**src/rtl/common.sv**
```systemverilog
// Shared decode-stage types, opcodes and the immediate generator.
package common;

    localparam int unsigned REGISTER_FILE_SIZE = 32;
    // Widest datapath the ID/EX record can carry; narrower XLEN values are zero-padded.
    localparam int unsigned XLEN_MAX = 64;
    localparam logic [31:0] NOP_INSTR = 32'h0000_0013;

    localparam logic [6:0] OP_LOAD   = 7'b0000011;
    localparam logic [6:0] OP_IMM    = 7'b0010011;
    localparam logic [6:0] OP_AUIPC  = 7'b0010111;
    localparam logic [6:0] OP_STORE  = 7'b0100011;
    localparam logic [6:0] OP_REG    = 7'b0110011;
    localparam logic [6:0] OP_LUI    = 7'b0110111;
    localparam logic [6:0] OP_BRANCH = 7'b1100011;
    localparam logic [6:0] OP_JALR   = 7'b1100111;
    localparam logic [6:0] OP_JAL    = 7'b1101111;

    typedef logic [31:0] instruction_type;

    typedef enum logic [1:0] {AluAdd, AluBranch, AluRtype, AluItype} alu_op_type;

    typedef struct packed {
        logic       reg_write;
        logic       mem_read;
        logic       mem_write;
        logic       mem_to_reg;
        logic       alu_src;
        logic       branch;
        logic       jump;
        alu_op_type alu_op;
    } control_type;

    typedef struct packed {
        logic        taken;
        logic [31:0] target;
    } branch_predict_type;

    typedef struct packed {
        logic                valid;
        logic [4:0]          rd;
        logic [XLEN_MAX-1:0] pc;
        logic [XLEN_MAX-1:0] rs1_data;
        logic [XLEN_MAX-1:0] rs2_data;
        logic [XLEN_MAX-1:0] imm;
        control_type         ctrl;
        branch_predict_type  branch;
        logic                compressed;
    } id_ex_type;

    function automatic logic [31:0] immediate_extension(input instruction_type instr);
        logic [31:0] imm;
        case (instr[6:0])
            OP_LOAD, OP_IMM, OP_JALR: imm = {{20{instr[31]}}, instr[31:20]};
            OP_STORE:  imm = {{20{instr[31]}}, instr[31:25], instr[11:7]};
            OP_BRANCH: imm = {{19{instr[31]}}, instr[31], instr[7], instr[30:25], instr[11:8], 1'b0};
            OP_LUI, OP_AUIPC: imm = {instr[31:12], 12'h000};
            OP_JAL: imm = {{11{instr[31]}}, instr[31], instr[19:12], instr[20], instr[30:21], 1'b0};
            default: imm = '0;
        endcase
        return imm;
    endfunction

endpackage

```
**src/rtl/control_unit.sv**
```systemverilog
// Opcode-level control decode for the ID/EX record.
module control_unit
    import common::*;
(
    input  logic [6:0]  opcode,
    output control_type control
);

    always_comb begin
        control = '0;
        case (opcode)
            OP_REG:    begin control.reg_write = 1'b1; control.alu_op = AluRtype; end
            OP_IMM:    begin
                control.reg_write = 1'b1;
                control.alu_src   = 1'b1;
                control.alu_op    = AluItype;
            end
            OP_LOAD:   begin
                control.reg_write  = 1'b1;
                control.mem_read   = 1'b1;
                control.mem_to_reg = 1'b1;
                control.alu_src    = 1'b1;
            end
            OP_STORE:  begin control.mem_write = 1'b1; control.alu_src = 1'b1; end
            OP_BRANCH: begin control.branch = 1'b1; control.alu_op = AluBranch; end
            OP_JAL:    begin control.reg_write = 1'b1; control.jump = 1'b1; end
            OP_JALR:   begin
                control.reg_write = 1'b1;
                control.jump      = 1'b1;
                control.alu_src   = 1'b1;
            end
            OP_LUI, OP_AUIPC: begin control.reg_write = 1'b1; control.alu_src = 1'b1; end
            default: ;
        endcase
    end

endmodule

```
**src/rtl/register_file.sv**
```systemverilog
// Architectural register file with x0 hard-wired to zero and writeback-to-read bypass.
module register_file #(
    parameter int unsigned XLEN     = 32,
    parameter int unsigned NUM_REGS = 32,
    parameter int unsigned REG_AW   = $clog2(NUM_REGS)
) (
    input  logic                          clk,
    input  logic                          reset_n,
    input  logic                          write_en,
    input  logic [REG_AW-1:0]             write_id,
    input  logic [XLEN-1:0]               write_data,
    input  logic [REG_AW-1:0]             read_id1,
    input  logic [REG_AW-1:0]             read_id2,
    output logic [XLEN-1:0]               read_data1,
    output logic [XLEN-1:0]               read_data2,
    output logic [NUM_REGS-1:0][XLEN-1:0] debug_reg
);

    logic [NUM_REGS-1:0][XLEN-1:0] regs_q;
    logic                          wr_live;

    assign wr_live = write_en && (write_id != '0);

    always_ff @(posedge clk or negedge reset_n) begin
        if (!reset_n) begin
            regs_q <= '0;
        end else if (wr_live) begin
            regs_q[write_id] <= write_data;
        end
    end

    always_comb begin
        read_data1 = regs_q[read_id1];
        read_data2 = regs_q[read_id2];
        if (read_id1 == '0)                       read_data1 = '0;
        else if (wr_live && write_id == read_id1) read_data1 = write_data;
        if (read_id2 == '0)                       read_data2 = '0;
        else if (wr_live && write_id == read_id2) read_data2 = write_data;
    end

    assign debug_reg = regs_q;

endmodule

```
**src/rtl/rvc_expander.sv**
```systemverilog
// Expands a 16-bit RVC instruction into its RV32I form; unsupported encodings become a NOP.
module rvc_expander
    import common::*;
(
    input  instruction_type instr_in,
    output instruction_type instr_out,
    output logic            compressed
);

    logic [15:0] c;
    logic [4:0]  rd, rs2, rdp, rs1p;
    logic [11:0] lw_off;
    logic [20:0] j_off;
    logic [12:0] b_off;

    always_comb begin
        c      = instr_in[15:0];
        rd     = c[11:7];
        rs2    = c[6:2];
        rdp    = {2'b01, c[4:2]};
        rs1p   = {2'b01, c[9:7]};
        lw_off = {5'b0, c[5], c[12:10], c[6], 2'b00};
        j_off  = {{9{c[12]}}, c[12], c[8], c[10:9], c[6], c[7], c[2], c[11], c[5:3], 1'b0};
        b_off  = {{4{c[12]}}, c[12], c[6:5], c[2], c[11:10], c[4:3], 1'b0};
        compressed = (instr_in[1:0] != 2'b11);
        instr_out  = instr_in;
        if (compressed) begin
            instr_out = NOP_INSTR;
            case ({c[1:0], c[15:13]})
                5'b00_010: instr_out = {lw_off, rs1p, 3'b010, rdp, OP_LOAD};
                5'b00_110: instr_out = {lw_off[11:5], rdp, rs1p, 3'b010, lw_off[4:0], OP_STORE};
                5'b01_000: instr_out = {{6{c[12]}}, c[12], rs2, rd, 3'b000, rd, OP_IMM};
                5'b01_010: instr_out = {{6{c[12]}}, c[12], rs2, 5'd0, 3'b000, rd, OP_IMM};
                5'b01_011: begin
                    // rd==2 is c.addi16sp, which is not expanded here
                    if (rd != 5'd0 && rd != 5'd2 && {c[12], rs2} != 6'd0)
                        instr_out = {{14{c[12]}}, c[12], rs2, rd, OP_LUI};
                end
                5'b01_101: instr_out = {j_off[20], j_off[10:1], j_off[11], j_off[19:12], 5'd0, OP_JAL};
                5'b01_110, 5'b01_111:
                    instr_out = {b_off[12], b_off[10:5], 5'd0, rs1p, 2'b00, c[13], b_off[4:1],
                                 b_off[11], OP_BRANCH};
                5'b10_000: begin
                    if (!c[12] && rd != 5'd0) instr_out = {7'b0, rs2, rd, 3'b001, rd, OP_IMM};
                end
                5'b10_100: begin
                    if (rs2 != 5'd0)
                        instr_out = {7'b0, rs2, c[12] ? rd : 5'd0, 3'b000, rd, OP_REG};
                    else if (rd != 5'd0)
                        instr_out = {12'b0, rd, 3'b000, c[12] ? 5'd1 : 5'd0, OP_JALR};
                end
                default: ;
            endcase
        end
    end

endmodule

```
**src/rtl/decode_stage_pipe.sv**
```systemverilog
// Decode stage with registered ID/EX handshake, load-use stall, flush and writeback bypass.
// Define DECODE_RVC_EN to expand 16-bit compressed instructions before decode.
module decode_stage_pipe
    import common::*;
#(
    parameter int unsigned XLEN     = 32,
    parameter int unsigned NUM_REGS = 32,
    parameter int unsigned REG_AW   = $clog2(NUM_REGS)
) (
    input  logic                          clk,
    input  logic                          reset_n,
    input  logic                          in_valid,
    output logic                          in_ready,
    input  instruction_type               instruction,
    input  logic [XLEN-1:0]               pc,
    input  branch_predict_type            branch_in,
    input  logic                          flush,
    input  logic                          ex_mem_read,
    input  logic [REG_AW-1:0]             ex_rd_id,
    input  logic                          write_en,
    input  logic [REG_AW-1:0]             write_id,
    input  logic [XLEN-1:0]               write_data,
    output logic                          out_valid,
    input  logic                          out_ready,
    output logic [REG_AW-1:0]             reg_rd_id,
    output logic [XLEN-1:0]               pc_out,
    output logic [XLEN-1:0]               read_data1,
    output logic [XLEN-1:0]               read_data2,
    output logic [XLEN-1:0]               immediate_data,
    output control_type                   control_signals,
    output branch_predict_type            branch_out,
    output logic                          is_compressed,
    output logic [NUM_REGS-1:0][XLEN-1:0] debug_reg
);

    instruction_type   dec_instr;
    logic              dec_compressed;
    logic [REG_AW-1:0] rs1_id, rs2_id;
    logic [XLEN-1:0]   rf_data1, rf_data2;
    control_type       ctrl;
    logic              hazard, accept, advance;
    id_ex_type         id_ex_d, id_ex_q;

`ifdef DECODE_RVC_EN
    rvc_expander u_rvc (
        .instr_in   (instruction),
        .instr_out  (dec_instr),
        .compressed (dec_compressed)
    );
`else
    assign dec_instr      = instruction;
    assign dec_compressed = 1'b0;
`endif

    assign rs1_id = REG_AW'(dec_instr[19:15]);
    assign rs2_id = REG_AW'(dec_instr[24:20]);

    register_file #(
        .XLEN     (XLEN),
        .NUM_REGS (NUM_REGS),
        .REG_AW   (REG_AW)
    ) u_rf (
        .clk        (clk),
        .reset_n    (reset_n),
        .write_en   (write_en),
        .write_id   (write_id),
        .write_data (write_data),
        .read_id1   (rs1_id),
        .read_id2   (rs2_id),
        .read_data1 (rf_data1),
        .read_data2 (rf_data2),
        .debug_reg  (debug_reg)
    );

    control_unit u_ctrl (
        .opcode  (dec_instr[6:0]),
        .control (ctrl)
    );

    // Register fields are compared regardless of format; an occasional false stall is harmless.
    assign hazard   = ex_mem_read && (ex_rd_id != '0) && (ex_rd_id == rs1_id || ex_rd_id == rs2_id);
    assign advance  = !id_ex_q.valid || out_ready;
    assign in_ready = advance && !hazard && !flush;
    assign accept   = in_valid && in_ready;

    always_comb begin
        id_ex_d            = '0;
        id_ex_d.valid      = 1'b1;
        id_ex_d.rd         = 5'(dec_instr[11:7]);
        id_ex_d.pc         = XLEN_MAX'(pc);
        id_ex_d.rs1_data   = XLEN_MAX'(rf_data1);
        id_ex_d.rs2_data   = XLEN_MAX'(rf_data2);
        id_ex_d.imm        = XLEN_MAX'($signed(immediate_extension(dec_instr)));
        id_ex_d.ctrl       = ctrl;
        id_ex_d.branch     = branch_in;
        id_ex_d.compressed = dec_compressed;
    end

    always_ff @(posedge clk or negedge reset_n) begin
        if (!reset_n) begin
            id_ex_q <= '0;
        end else if (flush) begin
            id_ex_q.valid <= 1'b0;
        end else if (accept) begin
            id_ex_q <= id_ex_d;
        end else if (advance) begin
            id_ex_q.valid <= 1'b0;
        end
    end

    assign out_valid       = id_ex_q.valid;
    assign reg_rd_id       = REG_AW'(id_ex_q.rd);
    assign pc_out          = XLEN'(id_ex_q.pc);
    assign read_data1      = XLEN'(id_ex_q.rs1_data);
    assign read_data2      = XLEN'(id_ex_q.rs2_data);
    assign immediate_data  = XLEN'(id_ex_q.imm);
    assign control_signals = id_ex_q.ctrl;
    assign branch_out      = id_ex_q.branch;
    assign is_compressed   = id_ex_q.compressed;

endmodule

```
**config.mk**
```make
export PLATFORM = sky130hd
export DESIGN_NAME = decode_stage_pipe
export DESIGN_NICKNAME = d
export VERILOG_FILES = /design/src/rtl/common.sv /design/src/rtl/control_unit.sv /design/src/rtl/register_file.sv /design/src/rtl/rvc_expander.sv /design/src/rtl/decode_stage_pipe.sv
export SDC_FILE = /design/constraint.sdc
export NUM_CORES = 2
export LEC_CHECK = 0
export BUFFER_PORTS_ARGS = -buffer_cell sky130_fd_sc_hd__buf_2
export CORE_AREA = 4 4 521 523
export CTS_CLUSTER_SIZE = 14
export DETAILED_ROUTE_END_ITERATION = 12
export DIE_AREA = 0 0 525 527
export PLACE_DENSITY = 0.49
export SKIP_LAST_GASP = 1
export SYNTH_ARGS = -nofsm -noshare
export SYNTH_HDL_FRONTEND = slang
export SYNTH_SLANG_ARGS = --single-unit
```
**constraint.sdc**
```tcl
create_clock -name clk -period 2.25 [get_ports clk]
set_input_delay 0.45 -clock clk [delete_from_list [all_inputs] [get_ports clk]]
set_output_delay 0.45 -clock clk [all_outputs]
set_load 0.01 [all_outputs]
```
==> reports/metrics.yaml <==
setup_path:
  regToRegEndpoint: "read_data2[10]"
  worst-r2r-cell-count: 5
  setup.reg_to_reg.worst_slack_ns: 0.13
  timing.critical_path.fanout_max: 6
  critical_path_required_ns: 2.93
  critPathArrivalTime_ns: 2.91
  end_kind: "flip-flop"
  cp-start-kind: "primary input"
  critPathKind: "primary input to flip-flop"
  setup.worst_path.end: "read_data2[18]"
  critical_path.reg2reg.startpoint: "u_rf.debug_reg[1002]"
  crit_path_start: "instruction[22]"
yosys:
  postSynthAreaPerCell_um2: 14.7
  mapped_area_um2: 61600
  yosysSeqAreaShare_pct: 48.7
  postSynthRegisterBits: 1199
  ys_dominant_reg_cell: "sky130_fd_sc_hd__dfrtp_1"
  async_reset_ff_share_pct: 100
  syn_nets: 4333
  basic_gate_share_of_the_synthesized_area_counting_and_or_nand_and_nor_cells_pct: 2.90
  netlist.area_leader.share_pct: 48.7
  combinational_family_with_the_most_area_after_synthesis: "multiplexers"
  post_synth_fa_ha_maj_area_fraction_pct: 0
  postSynthCellCount: 4187
  netlist_top_cells_area: "sky130_fd_sc_hd__dfrtp_1 (49%), sky130_fd_sc_hd__mux2_2 (21%), sky130_fd_sc_hd__mux4_2 (18%)"
  synth.distinct_cells: 59
  synth-compound-area-share_pct: 5.41
  synth_warnings: 0
  synth_largest_area_cell: "sky130_fd_sc_hd__dfrtp_1"
  yosys.area_share.xor_xnor_pct: 0.284
  count_of_flip_flops_with_a_built_in_enable_after_synthesis: 0
  multiplexer_share_of_the_synthesized_area_pct: 38.9
sta:
  setup_viol: 0
  final_period_utilization_pct: 98.8
  fin_crit_ns: 2.22
  worst_hold_slack_ns: 0.123
  skew_ns: 0.0591
  max_slew.worst_pin.slew_ns: 0.851
  slew_viol_final: 0
  fin_setup_tns_ns: 0
  fmax_mhz: 450
  rsz_0062_raised_after_global_routing: "yes"
  slew-limit-headroom_pct: 42.7
  hold_viol_final: 0
floorplan:
  floorplan.die.height_um: 527
  core_um2: 267000
  rows: 190
  die_w_um: 525
  dieArea_um2: 277000
  starting_density_of_the_core_pct: 23.1
  ioPinCount: 1348
drt:
  vias: 51300
  route.detailed.drc: 0
  antenna_violating_nets_left: 0
  drt-wirelength-per-cell_um: 38.9
  detail_route.iter0.violations: 4847
  drt_first_pass_iters: 5
  wire_length_after_detailed_routing_um: 373000
  via_per_inst: 5.35
layout:
  finish.cell_count_without_fillers: 9599
  multi_input_comb_area_um2: 29700
  area_growth_from_synthesis_to_layout_pct: 36.7
  finish.net_count: 6072
  drive_above_1_share_pct: 64.4
  filler_cell_count: 26900
  largest_register_ff_count: 1024
  final-seq-area_um2: 30000
global_route:
  antenna_found_initial: 44
  maximum_number_of_pins_on_one_net_before_global_route_repair: 97
  groute.layer.met2.usage_pct: 42.9
  number_of_global_route_vias_before_repair: 52600
  met3_global_route_usage_pct: 9.36
  grt_first_pass_wirelength_um: 497000
  groute.layer.met1.usage_pct: 29.7
  grt_use_total_pct: 26.1
  overflow: 0
  grt_busiest_layer: "met2"
clock_network:
  clock_tree.root_cell: "sky130_fd_sc_hd__clkbuf_16"
  h-tree-depth: 4
  tritoncts: "yes"
  cts.sink_count: 1199
  cts_max_path_buffers: 4
  clk_pin_slew_ns: 0.06
  tritoncts.num_buffers: 155
  clock_insertion_delay_worst_skew_ns: 0.82
placed_design:
  finalWeightedCongestion: 0.958
  place.detailed.hpwl_um: 284000
  place.port_buffers: 1346
  placed_cells: 9229
run_status:
  run_status: "finished, final reports clean"
min_path:
  timing.hold.worst.class: "primary input to flip-flop"
job:
  maxCapViolCount: 0
pwr:
  design_power_total_uw: 79300
  power.density_nw_per_um2: 942
  max-vdd-ir-drop_uv: 613
  leakagePower_uw: 0.0389
[through the flow]
| step | util, % | instance area, um^2 | worst slack, ns |
|---|---|---|---|
| detailed placement | 29.2 | 78000 | -0.837 |
| finish | 31.5 | 84200 | 0.0268 |
| global route | 31.5 | 84200 | -0.0158 |
| global placement | 29.2 | 78000 | -0.861 |
| CTS | 31.5 | 84100 | -0.0331 |
| floorplan | - | 61600 | 0.0102 |
[cell families (layout without fill, tap and decap cells)]
logic type	count (synthesis)	count (layout)
and+or+nand+nor	351	351
muxes	1649	1649
DFF	1199	1199
xor gates and xnor gates	20	20
other	1	16
buffers and inverters	503	2348
AOI/OAI and AO/OA	464	464
[report_power, final]
group	total (uW)	internal, uW	switching (uW)
sequential	30900	25600	5320
combinational	22300	10500	11800
clock	26000	15800	10300
[cell type report]
type                            count  area share [%]
Clock inverter                     38           0.734
Tap cell                         3552            5.28
Antenna cell                       15          0.0446
Multi-Input combinational cell   2485            35.2
Timing Repair Buffer             2055            17.5
Clock buffer                      225            5.43
Sequential cell                  1199            35.6
Inverter                           30           0.134
[worst min path at each step]
stage / from / endpoint / slack [ns] / cells past startpoint
after global placement: u_rf.debug_reg[4] / u_rf.debug_reg[4] / 0.41 / 0
after floorplan: reset_n / branch_out[0] / 0.15 / 0
after global routing: write_data[6] / read_data2[6] / 0.1 / 3
final: write_data[6] / read_data2[6] / 0.12 / 3
after detailed placement: u_rf.debug_reg[5] / u_rf.debug_reg[5] / 0.41 / 0
after CTS: write_data[6] / read_data2[6] / 0.05 / 3
[what timing repair did]
| item | in CTS | in global routing |
|---|---|---|
| gates resized for setup | 9 | 8 |
| pin swaps | 1 | 3 |
| setup buffers | 7 | 2 |
| endpoints found under the hold margin | 117 | 0 |
| hold buffers | 83 | 0 |
| endpoints found under the setup margin | 3 | 2 |
[critical path: stages]
cell	delay, ns
sky130_fd_sc_hd__buf_8	0.17
sky130_fd_sc_hd__buf_16	0.15
sky130_fd_sc_hd__buf_12	0.19
sky130_fd_sc_hd__buf_4	0.27
sky130_fd_sc_hd__buf_4	0.22
sky130_fd_sc_hd__mux4_2	0.22
sky130_fd_sc_hd__a22oi_1	0.11
sky130_fd_sc_hd__buf_4	0.18
sky130_fd_sc_hd__and3_1	0.18
sky130_fd_sc_hd__or3_1	0.48
sky130_fd_sc_hd__o211ai_1	0.22
[placed cells by master (no fill, tap or decap), drive strengths merged, types with 3 or more instances in the layout]
cell type / n
or4: 3
a22o: 4
buf: 1972
nor2: 27
a221o: 32
nand3b: 10
o211ai: 32
o2111ai: 32
mux4: 480
diode: 15
clkinvlp: 6
nand3: 9
dlygate4sd3: 83
or3: 35
a22oi: 32
mux2: 1141
nand4b: 4
mux2i: 28
xnor2: 16
bufinv: 15
a21oi: 27
nor4: 35
dfrtp: 1199
a221oi: 32
inv: 35
clkbuf: 225
nor3b: 6
a2bb2oi: 32
and3: 35
o21ai: 36
o22ai: 194
nand2: 162
nor3: 6
nand2b: 3
nor2b: 8
xor2: 4
a211oi: 3
clkinv: 12
[Yosys cell counts (all sizes together) (32+ instances only)]
cell type and n:
dfrtp 1199, mux2 1141, mux4 480, buf 243
clkbuf 230, o22ai 194, nand2 162, o21ai 36
and3 35, nor4 35, or3 35, a221o 32
a221oi 32, a22oi 32, a2bb2oi 32, o2111ai 32
o211ai 32
[metal layers]
| metal | vias to the layer above | part of all wire, % |
|---|---|---|
| li1 | 19800 | - |
| met1 | 27600 | 36 |
| met2 | 3172 | 47 |
| met3 | 737 | 11 |
| met4 | 12 | 6.5 |
| met5 | - | 0.022 |
Note: power is estimated with default switching activity, not from simulation.
